<file path="src/rtl/aes256_ctr_sequencer.sv">
// rtl/aes256_ctr_sequencer.sv - AES-256-CTR top-level sequencer
//
// Purpose:
//   Takes the key and IV. Starts key expansion and waits for it to finish.
//   Then, for each plaintext block, it issues the current counter block to
//   the AES-256 block core and XORs the returned keystream with the plaintext.
//   Each wait on an engine is guarded by a watchdog.
//
// Ports:
//   clk, rst                     clock, synchronous active-high reset
//   key_load, key, iv            strobe capturing cipher key and initial counter block
//   ke_start, ke_key, ke_done    key-expansion engine handshake
//   core_start, core_block       block-encrypt request (counter block)
//   core_done, core_result       block-encrypt response (keystream)
//   in_valid/in_ready/in_data/in_last      plaintext stream
//   out_valid/out_ready/out_data/out_last  ciphertext stream
//   key_ready                    expanded key valid
//   ctr_wrap, err_timeout        sticky status flags
module aes256_ctr_sequencer #(
  parameter int CTR_WIDTH      = 32,
  parameter int TIMEOUT_CYCLES = 1024
) (
  input  logic         clk,
  input  logic         rst,
  input  logic         key_load,
  input  logic [255:0] key,
  input  logic [127:0] iv,
  output logic         ke_start,
  output logic [255:0] ke_key,
  input  logic         ke_done,
  output logic         core_start,
  output logic [127:0] core_block,
  input  logic         core_done,
  input  logic [127:0] core_result,
  input  logic         in_valid,
  output logic         in_ready,
  input  logic [127:0] in_data,
  input  logic         in_last,
  output logic         out_valid,
  input  logic         out_ready,
  output logic [127:0] out_data,
  output logic         out_last,
  output logic         key_ready,
  output logic         ctr_wrap,
  output logic         err_timeout
);

  typedef enum logic [2:0] {
    IDLE    = 3'd0,
    KEY_EXP = 3'd1,
    READY   = 3'd2,
    ENCRYPT = 3'd3,
    OUTPUT  = 3'd4
  } state_t;

  // The watchdog only needs to count up to TIMEOUT_CYCLES-1. It leaves the
  // wait state on that count, so it never overflows.
  localparam int WD_W = (TIMEOUT_CYCLES > 1) ? $clog2(TIMEOUT_CYCLES) : 1;
  localparam logic [WD_W-1:0] WD_LAST = WD_W'(TIMEOUT_CYCLES - 1);

  // Mask of the incrementing counter field. This also holds for CTR_WIDTH == 128:
  // the shift yields 0, and subtracting 1 gives all ones.
  localparam logic [127:0] LOW_MASK = (128'd1 << CTR_WIDTH) - 128'd1;

  state_t            state;
  state_t            state_next;
  logic [127:0]      ctr;
  logic [127:0]      iv_reg;
  logic [127:0]      data_reg;
  logic              last_reg;
  logic [WD_W-1:0]   wdog;

  logic              key_cap;
  logic              blk_acc;
  logic              ke_hit;
  logic              core_hit;
  logic              wd_expired;
  logic              out_hs;
  logic              in_wait;
  logic [127:0]      ctr_inc;
  logic              ctr_at_max;

  always_comb begin
    key_cap    = key_load && ((state == IDLE) || (state == READY));
    // key_load wins over a simultaneous plaintext handshake in READY
    blk_acc    = (state == READY) && !key_load && in_valid;
    ke_hit     = (state == KEY_EXP) && ke_done;
    core_hit   = (state == ENCRYPT) && core_done;
    out_hs     = (state == OUTPUT) && out_ready;
    wd_expired = (wdog == WD_LAST);
    in_wait    = (state == KEY_EXP) || (state == ENCRYPT);
    ctr_at_max = ((ctr & LOW_MASK) == LOW_MASK);
    ctr_inc    = (ctr & ~LOW_MASK) | ((ctr + 128'd1) & LOW_MASK);
  end

  always_comb begin
    state_next = state;
    case (state)
      IDLE: begin
        if (key_cap) state_next = KEY_EXP;
      end
      KEY_EXP: begin
        if (ke_done)         state_next = READY;
        else if (wd_expired) state_next = IDLE;
      end
      READY: begin
        if (key_cap)      state_next = KEY_EXP;
        else if (blk_acc) state_next = ENCRYPT;
      end
      ENCRYPT: begin
        if (core_done)       state_next = OUTPUT;
        else if (wd_expired) state_next = IDLE;
      end
      OUTPUT: begin
        if (out_ready) state_next = READY;
      end
      default: state_next = IDLE;
    endcase
  end

  always_ff @(posedge clk) begin
    if (rst) state <= IDLE;
    else     state <= state_next;
  end

  // The start pulses come from the watchdog. It reads zero only in the first
  // cycle of each wait state, because it is cleared whenever a wait state is
  // entered or left.
  assign ke_start   = (state == KEY_EXP) && (wdog == '0);
  assign core_start = (state == ENCRYPT) && (wdog == '0);
  assign core_block = ctr;
  assign in_ready   = (state == READY);

  always_ff @(posedge clk) begin
    if (rst) begin
      wdog        <= '0;
      ke_key      <= '0;
      ctr         <= '0;
      iv_reg      <= '0;
      data_reg    <= '0;
      last_reg    <= 1'b0;
      out_data    <= '0;
      out_last    <= 1'b0;
      out_valid   <= 1'b0;
      key_ready   <= 1'b0;
      ctr_wrap    <= 1'b0;
      err_timeout <= 1'b0;
    end else begin
      if (in_wait && (state_next == state)) wdog <= wdog + WD_W'(1);
      else                                  wdog <= '0;

      if (key_cap) begin
        ke_key      <= key;
        ctr         <= iv;
        iv_reg      <= iv;
        key_ready   <= 1'b0;
        ctr_wrap    <= 1'b0;
        err_timeout <= 1'b0;
      end

      if (ke_hit) begin
        key_ready <= 1'b1;
      end else if ((state == KEY_EXP) && wd_expired) begin
        err_timeout <= 1'b1;
        key_ready   <= 1'b0;
      end

      if (blk_acc) begin
        data_reg <= in_data;
        last_reg <= in_last;
      end

      if (core_hit) begin
        out_data  <= data_reg ^ core_result;
        out_last  <= last_reg;
        out_valid <= 1'b1;
        ctr       <= ctr_inc;
        if (ctr_at_max) ctr_wrap <= 1'b1;
      end else if ((state == ENCRYPT) && wd_expired) begin
        err_timeout <= 1'b1;
        key_ready   <= 1'b0;
        out_valid   <= 1'b0;
      end

      // After the final block of a message, the next message restarts from the IV.
      if (out_hs) begin
        out_valid <= 1'b0;
        if (out_last) ctr <= iv_reg;
      end
    end
  end

endmodule

</file>
<file path="config.mk">
export PLATFORM = sky130hd
export DESIGN_NAME = aes256_ctr_sequencer
export DESIGN_NICKNAME = d
export VERILOG_FILES = /design/src/rtl/aes256_ctr_sequencer.sv
export SDC_FILE = /design/constraint.sdc
export NUM_CORES = 2
export LEC_CHECK = 0
export ABC_AREA = 1
export BUFFER_PORTS_ARGS = -buffer_cell sky130_fd_sc_hd__buf_2
export CAP_MARGIN = 20
export CORE_AREA = 5 5 452 454
export CTS_CLUSTER_DIAMETER = 50
export DETAILED_ROUTE_END_ITERATION = 7
export DIE_AREA = 0 0 457 459
export MAX_ROUTING_LAYER = met4
export PLACE_DENSITY_LB_ADDON = 0.12
export RECOVER_POWER = 50
export SLEW_MARGIN = 15
export SYNTH_ARGS = -nofsm -noshare
export SYNTH_HDL_FRONTEND = slang
export SYNTH_SLANG_ARGS = --single-unit
</file>
<file path="constraint.sdc">
create_clock -name clk -period 2.05 [get_ports clk]
set_input_delay 0.3075 -clock clk [delete_from_list [all_inputs] [get_ports clk]]
set_output_delay 0.3075 -clock clk [all_outputs]
set_load 0.005 [all_outputs]
</file>
Yosys cells after proc, flatten, opt, wreduce, memory -nomap -nowiden

Index checks and enable logic that the tools add are counted.

Eq/ne operators: 7
Bitwise operators: 3
Reductions and logical operators: 19
$add $sub $neg: 2
Mux-type cells: 27

Operator list:

| operator                                            | count |
|---|---|
| two-way mux 128 bit                                 | 4 |
| OR 128 x 32 -> 128 bit                              | 1 |
| XOR 128 bit                                         | 1 |
| adder 32 x 1 -> 32 bit, second input constant       | 1 |
| equality test 32 bit, second input constant         | 1 |
| two-way mux 3 bit                                   | 7 |
| two-way mux 1 bit                                   | 15 |
| one-hot mux 3 bit (5 select lines)                  | 1 |
| logical AND 1 bit                                   | 11 |
| adder 10 x 1 -> 10 bit, second input constant       | 1 |
| equality test 10 bit, second input constant         | 1 |
| logical NOT 10 bit                                  | 1 |
| equality test 3 x 2 -> 1 bit, second input constant | 2 |
| OR reduction 2 bit                                  | 2 |
| equality test 3 x 1 -> 1 bit, second input constant | 1 |
| equality test 3 bit                                 | 1 |
| equality test 3 bit, second input constant          | 1 |
| logical NOT 3 bit                                   | 1 |
| logical OR 1 bit                                    | 2 |
| nonzero test 2 bit                                  | 1 |
| logical NOT 1 bit                                   | 1 |
| inverter 1 bit                                      | 1 |

Bits of input ports: 648
Register bits after elaboration: 787
Word-level logic and storage cells: 71
Output and inout port bits: 520

Logic depth before layout (Yosys ltp)

Word-level depth: 10
Depth in mapped cells: 10
Mapped depth without buffers: 10

Worst setup path before layout

Ideal clock, no wire load.

Kind: register -> register
Start: reg ctr[1], in the netlist core_block[1]
End: reg ctr[18], in the netlist core_block[18]
Cell stages (with the launch flop): 11
Slack: 521 ps
Arrival time: 1416 ps
Required time: 1937 ps
Library setup time: 113 ps
Path buffers: 0
Period minus slack after synthesis: 1529 ps
Cells stage by stage: dfxtp_1 ha_1 nand3_1 nor2_2 nand2_1 nor2_1 nand3_1 nand3_1 nand2_1 nand2_1 nor2_1

Cells in the longest elaborated chain, start to end: 5

Ends and longest elaborated chain:

| what                       | RTL line | RTL |
|---|---|---|
| start, declared            | 67       | `logic [127:0] ctr;` |
| start signal, assigned     | 154      | `ctr <= iv;` |
| start signal, assigned     | 177      | `ctr <= ctr_inc;` |
| start signal, assigned     | 188      | `if (out_last) ctr <= iv_reg;` |
| adder 32 x 1 -> 32 bit (*) | 93       | `ctr_inc = (ctr & ~LOW_MASK) \| ((ctr + 128'd1) & LOW_MASK);` |
| OR 128 x 32 -> 128 bit (*) | 93       |  |
| two-way mux 128 bit (*)    | 173      | `if (core_hit) begin` |
| two-way mux 128 bit        | 188      |  |
| two-way mux 128 bit (*)    | 186      | `if (out_hs) begin` |

Mark *: on every way between the ends. The rest lies on a longest branch, timed or not.
A chain may end at the register's enable or synchronous reset.

Final worst setup path

Start: reg state[0]
End: reg data_reg[33]

Cells in the longest elaborated chain, start to end: 3

Ends and longest elaborated chain:

| what                           | RTL line | RTL |
|---|---|---|
| start, declared                | 65       | `state_t state;` |
| start signal, assigned         | 123      | `else state <= state_next;` |
| equality test 3 x 2 -> 1 bit   | 86       | `blk_acc = (state == READY) && !key_load && in_valid;` |
| logical AND 1 bit (2 in a row) | 86       |  |
| end signal, assigned           | 169      | `data_reg <= in_data;` |
| end, declared                  | 69       | `logic [127:0] data_reg;` |

No other way between the ends.

==> results.py <==
metrics = {
    "status": {
        "status": "finished, violations left",
        "failed_checks": "setup timing",
    },
    "pwr": {
        "switching_power_mw": 13.0,
        "sw_frac_of_total_pct": 26.3,
        "finalPower_mw": 49.5,
        "peakVddDrop_uv": 714,
        "leakagePower_nw": 20.4,
        "pwr-share-clk_pct": 55.1,
        "powerDensity_nw_per_um2": 973,
        "combPwrFrac_pct": 11.2,
        "internal_power_mw": 36.5,
        "power_frac_seq_pct": 33.7,
    },
    "timing": {
        "finClkSkew_ps": 49.2,
        "slew-limit-headroom_pct": 47.7,
        "setup_violations": 9,
        "worst_slew_pin_slew_ps": 785,
        "slew_viol_final": 0,
        "fin_crit_sh_pct": 105,
        "timing.final.ws_setup_ps": -107,
        "fin_crit_ps": 2160,
        "fmax_ghz": 0.464,
        "rsz0062_at_grt": "true",
        "hold_ws_ps": 84.9,
        "hold_viol": 0,
        "finalSetupTns_ps": -319,
    },
    "clocking": {
        "clkLatencyLatePin_ps": 790,
        "htreeDepth": 4,
        "clk_pin_slew_ps": 50,
        "cts_buffers": 150,
        "cts.sinks": 787,
        "cts_root_buffer": "clkbuf_16",
        "tritoncts": "done",
        "clock_path_buffers": 3,
    },
    "final_layout": {
        "final-instance-count-excl-fill": 8456,
        "nets": 6270,
        "largest_reg_flops": 256,
        "layout.cells.most_common": "buf_2",
        "finalCoreUtilization_pct": 25.5,
        "fillerInstances": 22200,
        "multiInputGateArea_um2": 12600,
        "synthToLayoutAreaGrowth_pct": 70.7,
        "register_area_um2": 15800,
        "largest-register": "ke_key",
        "mostFrequentLayoutCells": "buf_2, dfxtp_1, nand2_1, dlygate4sd3_1, nor2_1",
        "fin_area_um2": 50900,
        "drive_gt1_share_pct": 21.1,
    },
    "placement": {
        "place_area_um2": 39200,
        "hpwl_um": 127000,
        "place_congestion": 0.790,
        "dp_worst_setup_slack_ps": 133,
        "port_buffers": 1167,
        "dp_cells": 7465,
    },
    "floorplan": {
        "die_h_um": 459,
        "die_area_um2": 210000,
        "start_util_pct": 15.0,
        "dieWidth_um": 457,
        "rows": 164,
        "io-pin-count": 1168,
        "coreArea_um2": 199000,
    },
    "run": {
        "drv_cap": 0,
    },
    "global_routing": {
        "antenna_found_initial": 59,
        "gr-total-overflow": 0,
        "grt_usage_pct": 15.7,
        "grt_first_pass_wirelength_um": 239000,
        "grt_pass1_vias": 34000,
        "grt_max_degree": 111,
    },
    "synthesis": {
        "ys_ff_latch": 787,
        "yosys_warnings": 0,
        "ys_seq_area_share_pct": 52.9,
        "syn_nets": 4453,
        "syn_inst": 3802,
        "avgSynthCellArea_um2": 7.84,
        "yosysUniqueCellTypes": 33,
        "syn_area_um2": 29800,
    },
    "drt": {
        "drt_iter0_markers": 1717,
        "drc": 0,
        "wl_um": 169000,
        "drtPass1Iterations": 5,
        "viasPerCell": 3.93,
        "vias": 33300,
        "wl_per_cell_um": 20.0,
        "drtAntennaViolNets": 0,
    },
    "setup_path": {
        "r2r-start": "state[0]",
        "path_max_fanout": 12,
        "crit_path_top_delay_cell": "dlygate4sd3_1",
        "r2r_cells": 9,
        "path_cells": "nor2_4, nand2_2, nor2_1, buf_4, nand2_2, buf_16, nand2_1, a21oi_1, dlygate4sd3_1",
        "cp_data_required_time_ps": 2730,
        "cp-start-kind": "flip-flop",
        "crit_top_cell": "nand2_2",
        "reg2reg_to": "data_reg[33]",
        "end_kind": "flip-flop",
        "path_class": "reg -> reg",
        "rrSetupSlack_ps": -110,
        "cp_slowest_stage_delay_ps": 550,
        "worstPathArrival_ps": 2840,
    },
    "worst_hold_path": {
        "min_from": "iv[9]",
        "worstHoldPathCells": 5,
        "min_to": "iv_reg[9]",
        "hp-class": "in -> reg",
    },
}
[power by group through the flow]
stage                     logic, mW  registers (mW)  clock network, mW
after floorplan                1.90            16.9                  0
after global placement         4.69            17.0                  0
after detailed placement       4.69            17.0                  0
after CTS                      5.83            16.7               28.2
after global routing           6.12            16.8               28.8
final                          5.53            16.7               27.3
[cells in the mapped netlist, drive strengths merged]
cell type  instances  area share (%)
ha                 3            0.13
a21oi            441             7.4
a211oi             2           0.050
nand4              3           0.063
dfxtp            787              53
buf              132             2.5
a31oi             96             2.0
clkbuf           157             2.0
nor3b              3           0.076
nor4               2           0.042
o21bai             1           0.025
o211ai             5            0.13
xnor2            129             3.8
nand3            162             2.7
xor2               8            0.24
nand2            666             8.4
or2                1           0.021
nor2             604             7.7
a41oi              1           0.029
nor3               2           0.034
o21ai            529             8.9
inv               58            0.73
o211a              1           0.034
nand3b             9            0.23
[worst max path at each step]
stage	depth (start not counted)	slack [ps]	from	to
after floorplan	10	520	core_block[1]	core_block[18]
after global placement	8	130	core_block[3]	core_block[11]
after detailed placement	8	130	core_block[3]	core_block[11]
after CTS	4	-200	wdog[4]	ke_start
after global routing	4	-240	wdog[4]	core_start
final	9	-110	state[0]	data_reg[33]
[worst max-delay path, delay by kind of cell (launching register included)]
family | cells | cell delay [ps]
buffers and inverters | 3 | 980
AND/OR/NAND/NOR | 5 | 630
flip-flops | 1 | 360
AO/OA/AOI/OAI | 1 | 50
[cell type report]
type                            instances  share of cell area, %
Sequential cell                       787                   31.0
Timing Repair Buffer                 1954                   26.2
Multi-Input combinational cell       2668                   24.7
Clock buffer                          190                   8.09
Tap cell                             2656                   6.53
Clock inverter                         89                   2.79
Inverter                               58                  0.467
Antenna cell                           54                  0.266
[what timing repair did]
action,CTS,global route
hold endpoints to repair,766,0
setup buffers,1,2
pin swaps,2,2
gates cloned,0,3
gates resized for setup,10,8
endpoints found under the setup margin,3,4
hold buffers,652,0
[kinds of logic (layout without fill, tap and decap cells)]
kind of cell             after synthesis  in the layout  synth area share (%)
AO/OA/AOI/OAI                       1076           1076                  18.6
XOR/XNOR                             137            137                  4.03
AND/OR/NAND/NOR                     1452           1452                  19.3
other                                  0             54                     0
buffers and inverters                347           2291                  5.16
adder cells (fa/ha/maj)                3              3                 0.126
flip-flops                           787            787                  52.9
[routing by layer]
layer	GRT usage, %	part of all wire [%]
met1	17.6	41
met2	27.7	51
met3	3.94	6.0
met4	4.73	2.7
met5	-	0
Power figures use the tool's default switching activity.
